## config.mk

```make
export PLATFORM = sky130hd
export DESIGN_NAME = fail_logger
export DESIGN_NICKNAME = d
export VERILOG_FILES = /design/src/rtl/fail_logger_pkg.sv /design/src/rtl/fail_log_fifo.sv /design/src/rtl/fail_logger.sv
export SDC_FILE = /design/constraint.sdc
export NUM_CORES = 1
export LEC_CHECK = 0
export ABC_CLOCK_PERIOD_IN_PS = 6450
export CAP_MARGIN = 10
export CORE_MARGIN = 2
export CORE_UTILIZATION = 50
export CTS_BUF_LIST = sky130_fd_sc_hd__clkbuf_8
export CTS_CLUSTER_DIAMETER = 30
export DETAILED_ROUTE_END_ITERATION = 16
export GPL_ROUTABILITY_DRIVEN = 0
export GPL_TIMING_DRIVEN = 0
export PLACE_DENSITY = 0.77
export SLEW_MARGIN = 10
export SYNTH_ARGS = -nofsm -noshare
export SYNTH_HDL_FRONTEND = slang
export SYNTH_SLANG_ARGS = --single-unit
```

## constraint.sdc

```tcl
create_clock -name clk -period 6.45 [get_ports clk]
set_clock_uncertainty 0.2 [all_clocks]
set_input_delay 1.29 -clock clk [delete_from_list [all_inputs] [get_ports clk]]
set_output_delay 1.29 -clock clk [all_outputs]
set_load 0.01 [all_outputs]
```

## src/rtl/fail_logger_pkg.sv

```systemverilog
// Shared widths and helpers for the PMBIST fail logger slice.
// Constants here serve as the parameter defaults of the logger and its FIFO.
package fail_logger_pkg;

   localparam int DATA_WIDTH     = 8;
   localparam int ADDR_WIDTH     = 8;
   localparam int FAIL_LOG_DEPTH = 4;
   localparam int FAIL_CNT_WIDTH = 16;
   localparam int PHASE_WIDTH    = 4;

   // Pointer width: one extra bit beyond the index so full and empty are distinguishable.
   function automatic int ptr_width(input int depth);
      return $clog2(depth) + 1;
   endfunction

endpackage

```

## src/rtl/fail_log_fifo.sv

```systemverilog
// Generic synchronous FIFO with registered full/empty/level flags.
// Head data is a memory read at the registered read pointer, forced to zero when empty.
module fail_log_fifo
   import fail_logger_pkg::*;
#(
   parameter int WIDTH = 8,
   parameter int DEPTH = FAIL_LOG_DEPTH
) (
   input  logic                         clk,
   input  logic                         rst_n,
   input  logic                         clr,
   input  logic                         push,
   input  logic                         pop,
   input  logic [WIDTH-1:0]             din,
   output logic [WIDTH-1:0]             dout,
   output logic                         full,
   output logic                         empty,
   output logic [ptr_width(DEPTH)-1:0]  level
);

   localparam int PTRW = ptr_width(DEPTH);
   localparam int IW   = PTRW - 1;

   logic [WIDTH-1:0] mem [DEPTH];
   logic [PTRW-1:0]  wr_ptr, rd_ptr, wr_nxt, rd_nxt;
   logic             do_push, do_pop;

   // A push into a full FIFO is accepted when the head leaves at the same edge.
   assign do_pop  = pop & ~empty;
   assign do_push = push & (~full | do_pop);

   always_comb begin
      wr_nxt = wr_ptr + {{IW{1'b0}}, do_push};
      rd_nxt = rd_ptr + {{IW{1'b0}}, do_pop};
   end

   always_ff @(posedge clk or negedge rst_n) begin
      if (!rst_n) begin
         wr_ptr <= '0;
         rd_ptr <= '0;
         empty  <= 1'b1;
         full   <= 1'b0;
         level  <= '0;
      end else if (clr) begin
         wr_ptr <= '0;
         rd_ptr <= '0;
         empty  <= 1'b1;
         full   <= 1'b0;
         level  <= '0;
      end else begin
         wr_ptr <= wr_nxt;
         rd_ptr <= rd_nxt;
         empty  <= (wr_nxt == rd_nxt);
         full   <= (wr_nxt[IW] != rd_nxt[IW]) && (wr_nxt[IW-1:0] == rd_nxt[IW-1:0]);
         level  <= wr_nxt - rd_nxt;
      end
   end

   always_ff @(posedge clk) begin
      if (do_push && !clr)
         mem[wr_ptr[IW-1:0]] <= din;
   end

   assign dout = empty ? '0 : mem[rd_ptr[IW-1:0]];

endmodule

```

## src/rtl/fail_logger.sv

```systemverilog
// Fail logger: sticky fail flag, saturating fail counter and a FIFO of the first failing reads.
// test_start clears everything synchronously and overrides any capture or pop in that cycle.
module fail_logger
   import fail_logger_pkg::*;
#(
   parameter int dw    = DATA_WIDTH,
   parameter int aw    = ADDR_WIDTH,
   parameter int DEPTH = FAIL_LOG_DEPTH,
   parameter int CW    = FAIL_CNT_WIDTH,
   parameter int PW    = PHASE_WIDTH
) (
   input  logic                       clk,
   input  logic                       rst_n,
   input  logic                       test_start,
   input  logic                       cmp_valid,
   input  logic                       cmp_fail,
   input  logic [aw-1:0]              cmp_addr,
   input  logic [dw-1:0]              cmp_data,
   input  logic [PW-1:0]              cmp_phase,
   output logic                       fail_sticky,
   output logic [CW-1:0]              fail_count,
   output logic                       log_valid,
   input  logic                       log_ready,
   output logic [aw-1:0]              log_addr,
   output logic [dw-1:0]              log_data,
   output logic [PW-1:0]              log_phase,
   output logic [$clog2(DEPTH):0]     log_level,
   output logic                       log_overflow
);

   localparam int EW = aw + dw + PW;

   logic          capture, pop_req, full, empty;
   logic [EW-1:0] head;

   assign capture = cmp_valid & cmp_fail & ~test_start;
   assign pop_req = log_ready & ~test_start;

   fail_log_fifo #(
      .WIDTH (EW),
      .DEPTH (DEPTH)
   ) u_fifo (
      .clk   (clk),
      .rst_n (rst_n),
      .clr   (test_start),
      .push  (capture),
      .pop   (pop_req),
      .din   ({cmp_addr, cmp_data, cmp_phase}),
      .dout  (head),
      .full  (full),
      .empty (empty),
      .level (log_level)
   );

   assign log_valid = ~empty;
   assign {log_addr, log_data, log_phase} = head;

   always_ff @(posedge clk or negedge rst_n) begin
      if (!rst_n) begin
         fail_sticky  <= 1'b0;
         fail_count   <= '0;
         log_overflow <= 1'b0;
      end else if (test_start) begin
         fail_sticky  <= 1'b0;
         fail_count   <= '0;
         log_overflow <= 1'b0;
      end else if (capture) begin
         fail_sticky <= 1'b1;
         if (fail_count != '1)
            fail_count <= fail_count + {{(CW-1){1'b0}}, 1'b1};
         // Full implies a valid head, so log_ready alone means the head leaves this edge.
         if (full && !log_ready)
            log_overflow <= 1'b1;
      end
   end

endmodule

```

==> impl_metrics.toml, run 1 <==
[hold_path]
hold_end = "fail_sticky"
worstHoldPathType = "reg -> reg"
hold_depth = 2
min_from = "fail_sticky"

[finish]
finish.utilization = 0.636
area_delta_synth_final_pct = 22.7
drive_gt1_frac = 0.157
fin_nets = 394
fillers = 663
n_antenna_cell = 0

[sta]
finalSetupViolCount = 0
relSlewSlack = 0.327
final_max_slew_viol_count = 0
period_needed_ps = 4000
fin_crit_sh = 0.620
max_freq_mhz = 250
setup_tns_ps = 0
worst_pin_slew_ps = 1010
rsz0062_at_grt = "no"
hold_viol = 0

[setup_path]
rrSetupSlack_ps = 3830
crit_type = "in -> reg"
cp.arrival_ps = 4060
crit_buf_inv = 4
slowest_stage = "clkdlybuf4s50_1"
critPathLaunch = "cmp_valid"
setup.worst_path.start_class = "primary input"
cp.required_ps = 6510
path_max_fanout = 10
cp_top_family = "buffers and inverters"
reg2reg_to = "u_fifo.level[2]"
r2r_cells = 9
cp_cell_sequence = "clkdlybuf4s50_1 > nand2_2 > clkbuf_1 > a211oi_1 > ha_1 > inv_1 > ha_1 > inv_1 > fa_1 > xnor2_1 > nor2_1"
crit_path_end_kind = "flip-flop"
worst-path-stages = 11
max_stage_delay_ps = 590
r2r_start = "u_fifo.empty"

[grt]
overflow = 0
grt_use_total = 0.177
antenna_found_initial = 0
grt_max_degree = 30
grt_pass1_vias = 2762
grt_first_pass_wirelength_um = 13400

[detailed_routing]
drt_iter0_drc = 140
dr.pass1.iters = 4
via_count = 2649
drc_errors = 0
antenna_left = 0
wl_um = 8030
post_drt_via_cell_ratio = 5.61
wl_per_cell_um = 17.0

[clock_network]
ctsResizeCount = 0
clk_latency_ps = 360
clkSinkCount = 109
cts_tree = "built"
postCtsHoldBufs = 0
path_clk_slew_ps = 100
cts-buffers-inserted = 9
clock_path_buffers = 2
root_buffer = "clkbuf_8"
cts_setup_buffers = 0
htree_levels = 3

[yosys]
ys_warn_count = 0
syn_nets = 313
syn_avg_cell_area_um2 = 16.4
synth_edf_count = 80
synth_top_cell_area_share = 0.528
synthArstFlopShare = 0.266
synth.distinct_cells = 44
ys_seq_area_frac = 0.688
netlist_instances = 278
yosysMostFrequentCell = "edfxtp_1"
ys_top_cells_by_count = "edfxtp_1 (80), dfrtp_1 (28), and2_1 (20), mux4_2 (20), nor2_1 (13)"
synth_seq_cells = 109
ys_top_cells_by_area = "edfxtp_1 (53%), dfrtp_1 (15%), mux4_2 (9.9%)"
yosysTopAreaCell = "edfxtp_1"
netlist_area_mm2 = 0.00455
synthFlopType = "edfxtp_1"

[place]
io_buffers = 67
dpl.hpwl_um = 5590

[power_and_ir_drop]
ir_drop_mv = 0.0961
p_total_mw = 1.22
power_density_mw_per_mm2 = 219
p_leak_nw = 1.93

[floorplanning]
start_util = 0.519
coreArea_mm2 = 0.00876
die-area_mm2 = 0.00987
die_w_um = 99.4
die_h_um = 99.4
ios = 68
row_count = 34

[job]
max-cap-violations = 0

[outcome]
status = "finished clean"
==> cells by family (layout without fill, tap and decap cells) <==
kind of cell | Yosys count | after routing | synth area share
flip-flops | 109 | 109 | 0.688
AND/OR/NAND/NOR | 80 | 80 | 0.105
adder cells (fa/ha/maj) | 9 | 9 | 0.0264
multiplexers | 20 | 20 | 0.0991
buffers and inverters | 21 | 107 | 0.0217
AO/OA/AOI/OAI | 35 | 35 | 0.0517
XOR/XNOR | 4 | 4 | 0.00770
==> worst register-to-register path, cell delays in order, from the launching register on <==
cell and delay [ps]:
dfstp_2 380, nand2b_1 150, a211oi_1 540, ha_1 340
inv_1 70, ha_1 140, inv_1 50, fa_1 370
xnor2_1 220, nor2_1 60
==> area by class of cell <==
cell class,instances,area (µm²),share of cell area
buffer,13,68.8,0.0123
clock buffer,9,124,0.0222
clock inverter,7,48.8,0.00875
inverter,8,30.0,0.00538
multi-input combinational,148,1330,0.238
sequential,109,3130,0.561
tap,108,135,0.0242
timing repair buffer,70,716,0.128
==> layer usage <==
layer  track usage  share of wire  vias up
li1              -              -     1252
met3        0.0485          0.059       10
met1         0.227           0.42     1301
met2         0.300           0.51       86
met5             0              0        -
met4        0.0506          0.014        0
==> worst max-delay path by stage <==
stage	endpoint	slack, ps
2_1_floorplan	u_fifo.mem[0][0]	2340
3_3_place_gp	u_fifo.mem[0][2]	400
3_5_place_dp	u_fifo.level[2]	2100
4_1_cts	u_fifo.mem[3][7]	2470
5_1_grt	u_fifo.mem[3][7]	2270
6_report	u_fifo.level[2]	2450
==> where the power goes <==
group	switching [mW]	total [mW]	leakage [nW]	internal (mW)
clock network	0.217	0.359	0.0880	0.142
registers	0.00416	0.767	1.12	0.762
logic	0.0439	0.0951	0.721	0.0512
total	0.265	1.22	1.93	0.956
==> cell usage in the layout, fill, tap and decap left out, types with 3 or more instances in the layout <==
cell type | netlist | final
xnor2_1 | 4 | 4
o21ai_0 | 6 | 6
nor2b_1 | 3 | 3
dfrtp_1 | 28 | 28
clkdlybuf4s50_1 | 0 | 66
a21oi_1 | 11 | 11
nor3_1 | 3 | 3
nand4_1 | 3 | 3
clkbuf_8 | 0 | 9
ha_1 | 8 | 8
or3_1 | 6 | 6
o31ai_1 | 5 | 5
nand2_1 | 6 | 6
buf_6 | 2 | 4
o41ai_1 | 4 | 4
inv_1 | 8 | 8
mux4_2 | 20 | 20
buf_2 | 4 | 5
or4_1 | 4 | 4
edfxtp_1 | 80 | 80
nor2_1 | 13 | 12
nand3_1 | 6 | 6
inv_6 | 0 | 3
and2_1 | 20 | 20
clkbuf_1 | 7 | 7
==> metrics by stage <==
step	hold WS, ps	cell area (µm²)	setup WS (ps)	cells
after floorplan	314	4550	2340	278
after global placement	287	5350	397	453
after detailed placement	302	5410	2100	456
after CTS	332	5580	2470	472
after global routing	362	5580	2270	472
final	322	5580	2450	472
==> sequential cells by signal, summed over array words and instances (netlist names) <==
| register | count |
|---|---|
| fail_count | 16 |
| log_overflow | 1 |
| u_fifo.rd_ptr | 3 |
| fail_sticky | 1 |
| u_fifo.mem | 80 |
| u_fifo.empty | 1 |
| u_fifo.level | 3 |
| u_fifo.full | 1 |
| u_fifo.wr_ptr | 3 |
No activity file was read; power rests on OpenSTA's default activity.
==> run 2, diff against run 1 <==
Settings changed: ABC_CLOCK_PERIOD_IN_PS 6450 to 3950.
Clock period 6.45 ns to 3.95 ns, I/O delays scaled along.
==> results of run 2 <==
Same layout as run 1 (identical final DEF). Status: finished clean.
Main changes from that run: setup slack after placement 2100 ps -> 102 ps; setup slack after layout 2450 ps -> 450 ps; hold slack 322 ps -> 228 ps; register-to-register setup slack 3830 ps -> 1330 ps; total power 1.22 mW -> 1.99 mW; worst IR drop on VDD 0.0961 mV -> 0.157 mV
